--- src/rtl/keypad_press_emulator.sv ---
// keypad_press_emulator: replays queued key presses onto a 4x3 matrix keypad
// interface. The scanner drives one row at a time and reads column sense back
// combinationally. Each press runs IDLE -> BOUNCE_IN -> HOLD -> BOUNCE_OUT -> GAP.
// Optional contact bounce is enabled with KEYPAD_PRESS_EMULATOR_BOUNCE_EN. When
// it is undefined the bounce states are skipped and the contact edges are clean.
module keypad_press_emulator #(
  parameter int FIFO_DEPTH    = 4,
  parameter int BOUNCE_CYCLES = 1000,
  parameter int BOUNCE_STEP   = 50,
  parameter int GAP_CYCLES    = 2000
)(
  input  logic        clk,
  input  logic        rst,
  input  logic        cmd_valid,
  input  logic [3:0]  cmd_key,
  input  logic [15:0] cmd_hold,
  output logic        cmd_ready,
  input  logic [3:0]  out_to_keypad,
  output logic [2:0]  in_from_keypad,
  output logic        busy,
  output logic        done,
  output logic        key_err,
  output logic [4:0]  fifo_count
);

  localparam int AW = (FIFO_DEPTH > 1) ? $clog2(FIFO_DEPTH) : 1;
  localparam logic [31:0] GAP_LEN = 32'((GAP_CYCLES < 1) ? 1 : GAP_CYCLES);

  typedef struct packed {
    logic [3:0]  key;
    logic [15:0] hold;
  } cmd_t;

  typedef enum logic [2:0] {IDLE, BOUNCE_IN, HOLD, BOUNCE_OUT, GAP} state_t;

  cmd_t          fifo_mem [FIFO_DEPTH];
  cmd_t          cur;
  logic [AW-1:0] wr_ptr, rd_ptr;
  logic          push, pop, bad_key;
  state_t        state, state_n;
  logic [31:0]   cnt, hold_len;
  logic          contact, bounce_bit;
  logic [1:0]    row, col;
  logic [3:0]    base;

  assign cmd_ready = (fifo_count < 5'(FIFO_DEPTH));
  assign bad_key   = cmd_valid && cmd_ready && (cmd_key > 4'd11);
  assign push      = cmd_valid && cmd_ready && (cmd_key <= 4'd11);
  assign pop       = (state == IDLE) && (fifo_count != 5'd0);
  assign busy      = (state != IDLE);
  assign hold_len  = (cur.hold == 16'd0) ? 32'd1 : {16'd0, cur.hold};

  // Command storage; contents need no reset, validity is tracked by the pointers
  always_ff @(posedge clk) begin
    if (push) fifo_mem[wr_ptr] <= {cmd_key, cmd_hold};
  end

  // Queue pointers, occupancy and the sticky bad-key flag
  always_ff @(posedge clk or negedge rst) begin
    if (!rst) begin
      wr_ptr     <= '0;
      rd_ptr     <= '0;
      fifo_count <= '0;
      key_err    <= 1'b0;
    end else begin
      if (push) wr_ptr <= wr_ptr + 1'b1;
      if (pop)  rd_ptr <= rd_ptr + 1'b1;
      case ({push, pop})
        2'b10:   fifo_count <= fifo_count + 5'd1;
        2'b01:   fifo_count <= fifo_count - 5'd1;
        default: fifo_count <= fifo_count;
      endcase
      if (bad_key) key_err <= 1'b1;
    end
  end

  // Latch the head command as it leaves the queue
  always_ff @(posedge clk or negedge rst) begin
    if (!rst)     cur <= '0;
    else if (pop) cur <= fifo_mem[rd_ptr];
  end

`ifdef KEYPAD_PRESS_EMULATOR_BOUNCE_EN
  localparam logic [31:0] BNC_LEN  = 32'((BOUNCE_CYCLES < 1) ? 1 : BOUNCE_CYCLES);
  localparam logic [31:0] STEP_LEN = 32'((BOUNCE_STEP < 1) ? 1 : BOUNCE_STEP);
  logic [7:0]  lfsr;
  logic [31:0] step_cnt;
  logic        in_bounce;

  assign in_bounce  = (state == BOUNCE_IN) || (state == BOUNCE_OUT);
  assign bounce_bit = lfsr[0];

  // x^8+x^6+x^5+x^4+1 LFSR, stepped only while bouncing; it keeps its state
  // between windows so successive presses bounce differently
  always_ff @(posedge clk or negedge rst) begin
    if (!rst) begin
      lfsr     <= 8'hA5;
      step_cnt <= '0;
    end else if (in_bounce) begin
      if (step_cnt == STEP_LEN - 32'd1) begin
        step_cnt <= '0;
        lfsr     <= {lfsr[6:0], lfsr[7] ^ lfsr[5] ^ lfsr[4] ^ lfsr[3]};
      end else begin
        step_cnt <= step_cnt + 32'd1;
      end
    end else begin
      step_cnt <= '0;
    end
  end
`else
  localparam logic [31:0] BNC_LEN = 32'd1;
  assign bounce_bit = 1'b0;
`endif

  // State register and per-state cycle counter (cleared on every transition)
  always_ff @(posedge clk or negedge rst) begin
    if (!rst) begin
      state <= IDLE;
      cnt   <= '0;
    end else begin
      state <= state_n;
      if (state_n != state)   cnt <= '0;
      else if (state != IDLE) cnt <= cnt + 32'd1;
    end
  end

  // Next state, contact level and done strobe
  always_comb begin
    state_n = state;
    contact = 1'b0;
    done    = 1'b0;
    case (state)
      IDLE: begin
`ifdef KEYPAD_PRESS_EMULATOR_BOUNCE_EN
        if (fifo_count != 5'd0) state_n = BOUNCE_IN;
`else
        if (fifo_count != 5'd0) state_n = HOLD;
`endif
      end
      BOUNCE_IN: begin
        contact = bounce_bit;
        if (cnt == BNC_LEN - 32'd1) state_n = HOLD;
      end
      HOLD: begin
        contact = 1'b1;
`ifdef KEYPAD_PRESS_EMULATOR_BOUNCE_EN
        if (cnt == hold_len - 32'd1) state_n = BOUNCE_OUT;
`else
        if (cnt == hold_len - 32'd1) state_n = GAP;
`endif
      end
      BOUNCE_OUT: begin
        contact = bounce_bit;
        if (cnt == BNC_LEN - 32'd1) state_n = GAP;
      end
      GAP: begin
        if (cnt == GAP_LEN - 32'd1) begin
          done    = 1'b1;
          state_n = IDLE;
        end
      end
      default: state_n = IDLE;
    endcase
  end

  // Key index to matrix position: row = key/3, col = key%3
  always_comb begin
    row  = (cur.key >= 4'd9) ? 2'd3 :
           (cur.key >= 4'd6) ? 2'd2 :
           (cur.key >= 4'd3) ? 2'd1 : 2'd0;
    base = {2'b00, row} + {1'b0, row, 1'b0};
    col  = 2'(cur.key - base);
  end

  // Column sense is purely combinational from the row drive; a non-one-hot
  // row pattern never produces a response
  for (genvar c = 0; c < 3; c++) begin : g_col
    assign in_from_keypad[c] = rst && contact && $onehot(out_to_keypad) &&
                               out_to_keypad[row] && (col == 2'(c));
  end

endmodule

--- config.mk ---
export PLATFORM = sky130hd
export DESIGN_NAME = keypad_press_emulator
export DESIGN_NICKNAME = d
export VERILOG_FILES = /design/src/rtl/keypad_press_emulator.sv
export SDC_FILE = /design/constraint.sdc
export NUM_CORES = 1
export LEC_CHECK = 0
export BUFFER_PORTS_ARGS = -buffer_cell sky130_fd_sc_hd__clkbuf_2
export CELL_PAD_IN_SITES_DETAIL_PLACEMENT = 2
export CELL_PAD_IN_SITES_GLOBAL_PLACEMENT = 2
export CORE_UTILIZATION = 40
export CTS_BUF_LIST = sky130_fd_sc_hd__clkbuf_4 sky130_fd_sc_hd__clkbuf_8
export CTS_CLUSTER_DIAMETER = 50
export DETAILED_ROUTE_END_ITERATION = 8
export PLACE_DENSITY = 0.77
export SYNTH_ARGS = -nofsm -noshare
export SYNTH_HDL_FRONTEND = slang
export SYNTH_SLANG_ARGS = --single-unit
export TNS_END_PERCENT = 20
--- constraint.sdc ---
create_clock -name clk -period 4.39 [get_ports clk]
set_clock_uncertainty 0.15 [all_clocks]
set_input_delay 0.439 -clock clk [delete_from_list [all_inputs] [get_ports clk]]
set_output_delay 0.439 -clock clk [all_outputs]
set_load 0.01 [all_outputs]
# --- After elaboration in Yosys (flattened, before gate mapping) ---
# Memories as Yosys holds them, arrays and structs flattened. A register that Yosys moved wholly into a read port is not among the register bits.
# Cells that the tools add are included.
totals:
  reg_bits: 45
  elab_cells: 76
  input_bits: 27
  ramBits: 80
  mem_count: 1
classes:
  order_cmp: 7
  eq_ne: 12
  n_reduce_logical: 19
  mux: 20
  addsub: 11
mem_list:
  columns: ["name", "words", "width", "rd", "rd_ports_with_merged_regs", "write_ports", "line_no", "source"]
  rows:
  - ["fifo_mem", 4, 20, 1, 1, 1, "36", "cmd_t fifo_mem [FIFO_DEPTH];"]
ops:
  columns: ["operator", "count"]
  rows:
  - ["32-bit two-way mux", 2]
  - ["32-bit by 1-bit adder with 32-bit output, second input constant", 1]
  - ["32-bit by 11-bit equality test with 1-bit output, second input constant", 1]
  - ["32-bit equality test", 1]
  - ["32-bit zero test", 1]
  - ["16-bit by 1-bit subtractor with 17-bit output, second input constant", 1]
  - ["16-bit zero test", 1]
  - ["16-bit two-way mux", 1]
  - ["3-bit two-way mux", 5]
  - ["3-bit one-hot mux with 5 select lines", 1]
  - ["1-bit logical AND", 10]
  - ["5-bit one-hot mux with 2 select lines", 1]
  - ["1-bit two-way mux", 7]
  - ["3-bit by 1-bit equality test with 1-bit output, second input constant", 2]
  - ["3-bit by 2-bit equality test with 1-bit output, second input constant", 2]
  - ["5-bit by 1-bit adder with 5-bit output, second input constant", 1]
  - ["5-bit by 3-bit less-than comparator with 1-bit output, second input constant", 1]
  - ["5-bit nonzero test", 1]
  - ["5-bit by 1-bit subtractor with 5-bit output, second input constant", 1]
  - ["1-bit by 1-bit adder with 2-bit output", 2]
  - ["2-bit by 1-bit adder with 2-bit output, second input constant", 2]
  - ["2-bit by 1-bit equality test with 1-bit output, second input constant", 2]
  - ["2-bit equality test, second input constant", 2]
  - ["4-bit by 2-bit greater-or-equal comparator with 1-bit output, second input constant", 1]
  - ["17 further kinds", 19]

# --- Longest topological paths before layout ---
logic_depth:
  depth_word: 8
  depth_mapped: 14
  depth_no_buf: 13

# --- Worst setup path after synthesis ---
# OpenSTA, ideal clock, no wires.
synth_timing:
  path_kind: "reg2reg"
  startpoint: "register, netlist name cur[13]"
  endpoint: "register cnt[5]"
  path_buffers: 1
  setup_slack_ps: 589
  arrival_time_ps: 3532
  setup_ps: 119
  required_time_ps: 4121
  path_stages_with_launch: 14
  path_cell_list: "dfrtp_1 nor4_1 and2_1 a31oi_1 ha_1 nor3b_1 and3_1 nand2_1 xnor2_1 or4_1 or4_4 a211oi_4 buf_6 nor2_1"
synth_via:
  elab_chain_cells: 8
  elab_cells_between_ends: 9
  cone_classes: "1 x add/sub; 2 x eq/ne; 4 x mux; 2 x reduce/logical"
synth_lines:
  columns: ["item", "line_no", "source"]
  rows:
  - ["16-bit zero test", "51", "assign hold_len = (cur.hold == 16'd0) ? 32'd1 : {16'd0, cur.hold};"]
  - ["16-bit two-way mux *", "51", null]
  - ["16-bit by 1-bit subtractor with 17-bit output *", "149", "if (cnt == hold_len - 32'd1) state_n = GAP;"]
  - ["32-bit equality test *", "149", null]
  - ["3-bit two-way mux *", "149", null]
  - ["3-bit one-hot mux with 5 select lines *", "132", "case (state)"]
  - ["3-bit != test *", "122", "if (state_n != state) cnt <= '0;"]
  - ["32-bit two-way mux or 2-bit nonzero test (tied branches)", null, null]
  - ["end signal: assignment", "123", "else if (state != IDLE) cnt <= cnt + 32'd1;"]
  - ["end: declaration", "41", "logic [31:0] cnt, hold_len;"]
# Mark *: on every way between the ends. The rest lies on a longest branch, timed or not.
# A chain may end at the register's enable or synchronous reset.

# --- Worst setup path after layout ---
layout_timing:
  startpoint: "register, netlist name cur[13]"
  endpoint: "register cnt[21]"
layout_via:
  elab_chain_cells: 8
  elab_cells_between_ends: 9
  cone_classes: "1 x add/sub; 2 x eq/ne; 4 x mux; 2 x reduce/logical"
layout_lines:
  columns: ["item", "line_no"]
  rows:
  - ["16-bit zero test", "51"]
  - ["16-bit two-way mux *", "51"]
  - ["16-bit by 1-bit subtractor with 17-bit output *", "149"]
  - ["32-bit equality test *", "149"]
  - ["3-bit two-way mux *", "149"]
  - ["3-bit one-hot mux with 5 select lines *", "132"]
  - ["3-bit != test *", "122"]
  - ["32-bit two-way mux or 2-bit nonzero test (tied branches)", null]
# Marked as above.

==> metrics.yaml <==
outcome:
  outcome: "finished clean"
timing:
  relSlewSlack: 0.2457
  tightest_slew_ns: 1.131
  drv_slew: 0
  post-route-period-util: 0.9553
  max_freq_ghz: 0.2385
  finalHoldViolations: 0
  finalSetupViolations: 0
  tns_ns: 0
  rsz0062_at_grt: "false"
  period_needed_ns: 4.194
critical_path:
  r2r_end: "cnt[21]"
  cp-endpoint: "cnt[21]"
  rrSetupSlack_ns: 0.20
  crit_path_max_fanout: 32
  cp-startpoint: "cur[13]"
  arrival_ns: 4.40
  reg2reg_depth: 13
  cp-start-kind: "flip-flop"
  endpoint_kind: "flip-flop"
  r2r_start: "cur[13]"
  criticalPathCategory: "flip-flop to flip-flop"
  required_ns: 4.60
finish:
  finalNonFillerCells: 809
  final_area_um2: 7759
  drive_gt1_frac: 0.2088
  final_net_count: 621
  diodes: 0
  multi_input_area_um2: 2706
  syn_to_final_growth_pct: 12.68
  seqCellArea_um2: 4029
  final_util: 0.4646
  fillers: 1666
pwr:
  power.density_nw_per_um2: 590.8
  power.leakage_uw: 0.003039
  peakVddDrop_v: 0.0003056
  power_uw: 4584
clock_network:
  tritoncts: "built"
  ctsLongestPathBuffers: 2
  ctsResizeCount: 0
  cts_buffers: 17
  htreeDepth: 4
  clk_pin_slew_worst_paths_ns: 0.10
  cts-root-buf: "clkbuf_8"
  hold_buffers: 0
  postCtsSetupBuffers: 0
  insertion_delay_ns: 0.48
  cts_sinks: 145
floorplanning:
  core_area_um2: 16700
  rows: 47
  dieWidth_um: 133.2
  start_util: 0.4123
  top_level_ports: 39
  fp.dieArea_um2: 17740
  die_y_um: 133.2
yosys:
  synth_warnings: 0
  synth_ff_type: "edfxtp_1"
  synth-edff-count: 80
  synth-async-reset-ratio: 0.4483
  synth-seq-cells: 145
  synth_cell_type_count: 51
  syn-instance-count: 531
  synth_nets: 576
  syn_area_um2: 6885
  avgSynthCellArea_um2: 12.97
  ys_seq_area_frac: 0.5851
grt:
  overflow: 0
  grt_pass1_wl_mm: 27.63
  grt_pass1_vias: 5050
  antenna_found_initial: 0
  grt_max_degree: 66
  grt.total_usage: 0.2072
place:
  gp_congestion: 0.7940
  placed_area_um2: 7322
  detailed_place_hpwl_mm: 11.79
  io_buffer_count: 38
  dp.cells: 777
drt:
  drt-vias-per-instance: 5.400
  routedWlPerCell_um: 20.86
  firstDrtPassIters: 4
  drtIter0Drc: 164
  totalWireLength_mm: 16.88
  drc: 0
  antenna_left: 0
  routed-via-count: 4369
hold_path:
  min_path_type: "input port to flip-flop"
run:
  drv_cap: 0
power by group:
part / switching, uW / internal, uW
clock: 626 / 487
sequential: 331 / 1690
combinational: 763 / 688
total: 1720 / 2860
logic make-up (layout without fill, tap and decap cells):
logic type / count (synthesis) / count (layout) / synth area share
fa+ha+maj: 18 / 18 / 0.03489
mux: 38 / 38 / 0.09467
xor+xnor: 60 / 60 / 0.07632
flops: 145 / 145 / 0.5851
compound gates: 46 / 46 / 0.04507
buf+inv: 38 / 96 / 0.02399
simple gates: 186 / 186 / 0.1399
layout make-up:
cell class,count,area share
flip-flops and latches,145,0.5193
multi-input cells,348,0.3488
well taps,220,0.03548
repair buffers,44,0.03193
clock buffers,17,0.03016
clock inverters,15,0.02467
inverters,20,0.009676
per-layer routing:
| metal | vias to the layer above | global-route usage | wire length [um] |
|---|---|---|---|
| met5 | - | 0 | 0 |
| met4 | 0 | 0.06944 | 259 |
| met3 | 22 | 0.03919 | 348 |
| met2 | 57 | 0.3755 | 9042 |
| met1 | 2272 | 0.2463 | 7226 |
| li1 | 2018 | - | - |
cells in the mapped netlist, types with 3 or more instances:
library cell / instances / area share
mux4_2: 20 / 0.065
or3_1: 3 / 0.0027
and3_1: 12 / 0.011
xor2_1: 33 / 0.042
nand2b_1: 4 / 0.0036
a21oi_1: 18 / 0.013
nor3_1: 8 / 0.0058
nor2_1: 61 / 0.033
a211oi_1: 3 / 0.0033
mux2_2: 17 / 0.028
edfxtp_1: 80 / 0.35
xnor2_1: 27 / 0.034
nor4b_1: 3 / 0.0038
nor4_1: 10 / 0.0091
nand3b_1: 3 / 0.0033
dfrtp_1: 65 / 0.24
nor3b_1: 4 / 0.0044
o21ai_0: 10 / 0.0073
clkbuf_1: 13 / 0.0071
nand4_1: 8 / 0.0073
inv_1: 19 / 0.010
and2_1: 9 / 0.0082
nand2_1: 28 / 0.015
buf_6: 3 / 0.0049
nand3_1: 17 / 0.012
ha_1: 16 / 0.029
and4_1: 5 / 0.0064
how the worst min path moves through the flow:
stage / from / to / slack (ns) / depth (start not counted)
4_1_cts: cmd_hold[9] / fifo_mem[0][9] / 0.001 / 1
5_1_grt: cmd_hold[9] / fifo_mem[2][9] / 0.006 / 1
2_1_floorplan: rst / cnt[0] / -0.007 / 0
3_3_place_gp: key_err / key_err / 0.34 / 1
3_5_place_dp: key_err / key_err / 0.31 / 1
6_report: cmd_hold[0] / fifo_mem[1][0] / 0.03 / 1
metrics by stage:
step | setup slack (ns) | hold slack, ns
after floorplan | 0.5893 | -0.006591
after global placement | 0.3890 | 0.3391
after detailed placement | 0.1854 | 0.3149
after CTS | 0.1527 | 0.001036
after global routing | 0.002669 | 0.006009
final | 0.1964 | 0.02936
cells in the final DEF, fill, tap and decap left out, types with 8 or more instances in the layout:
cell	count
ha_1	16
edfxtp_1	80
nand3_1	17
a21oi_1	17
nor3_1	8
dfrtp_1	65
clkbuf_2	37
xor2_1	33
o21ai_0	10
nand4_1	8
nand2_1	28
mux4_2	20
mux2_2	17
and3_1	12
nor4_1	9
nor2_1	61
and2_1	9
inv_1	19
clkbuf_8	17
xnor2_1	27
critical path, cell delays in order (launching register included):
cell      delay, ns
dfrtp_1        0.47
nor4_1         0.52
and2_1         0.31
a31oi_1        0.17
ha_1           0.26
nor3b_2        0.18
and3_1         0.21
nand2_1        0.10
xnor2_1        0.06
or4_1          0.49
or4_4          0.58
a211oi_4       0.26
buf_12         0.23
nor2_1         0.08
sequential cells by signal, indices dropped and copies added (netlist names):
signal      flops
cnt            32
state           3
wr_ptr          2
rd_ptr          2
cur            20
fifo_mem       80
key_err         1
fifo_count      5
No activity file was read; power rests on OpenSTA's default activity.
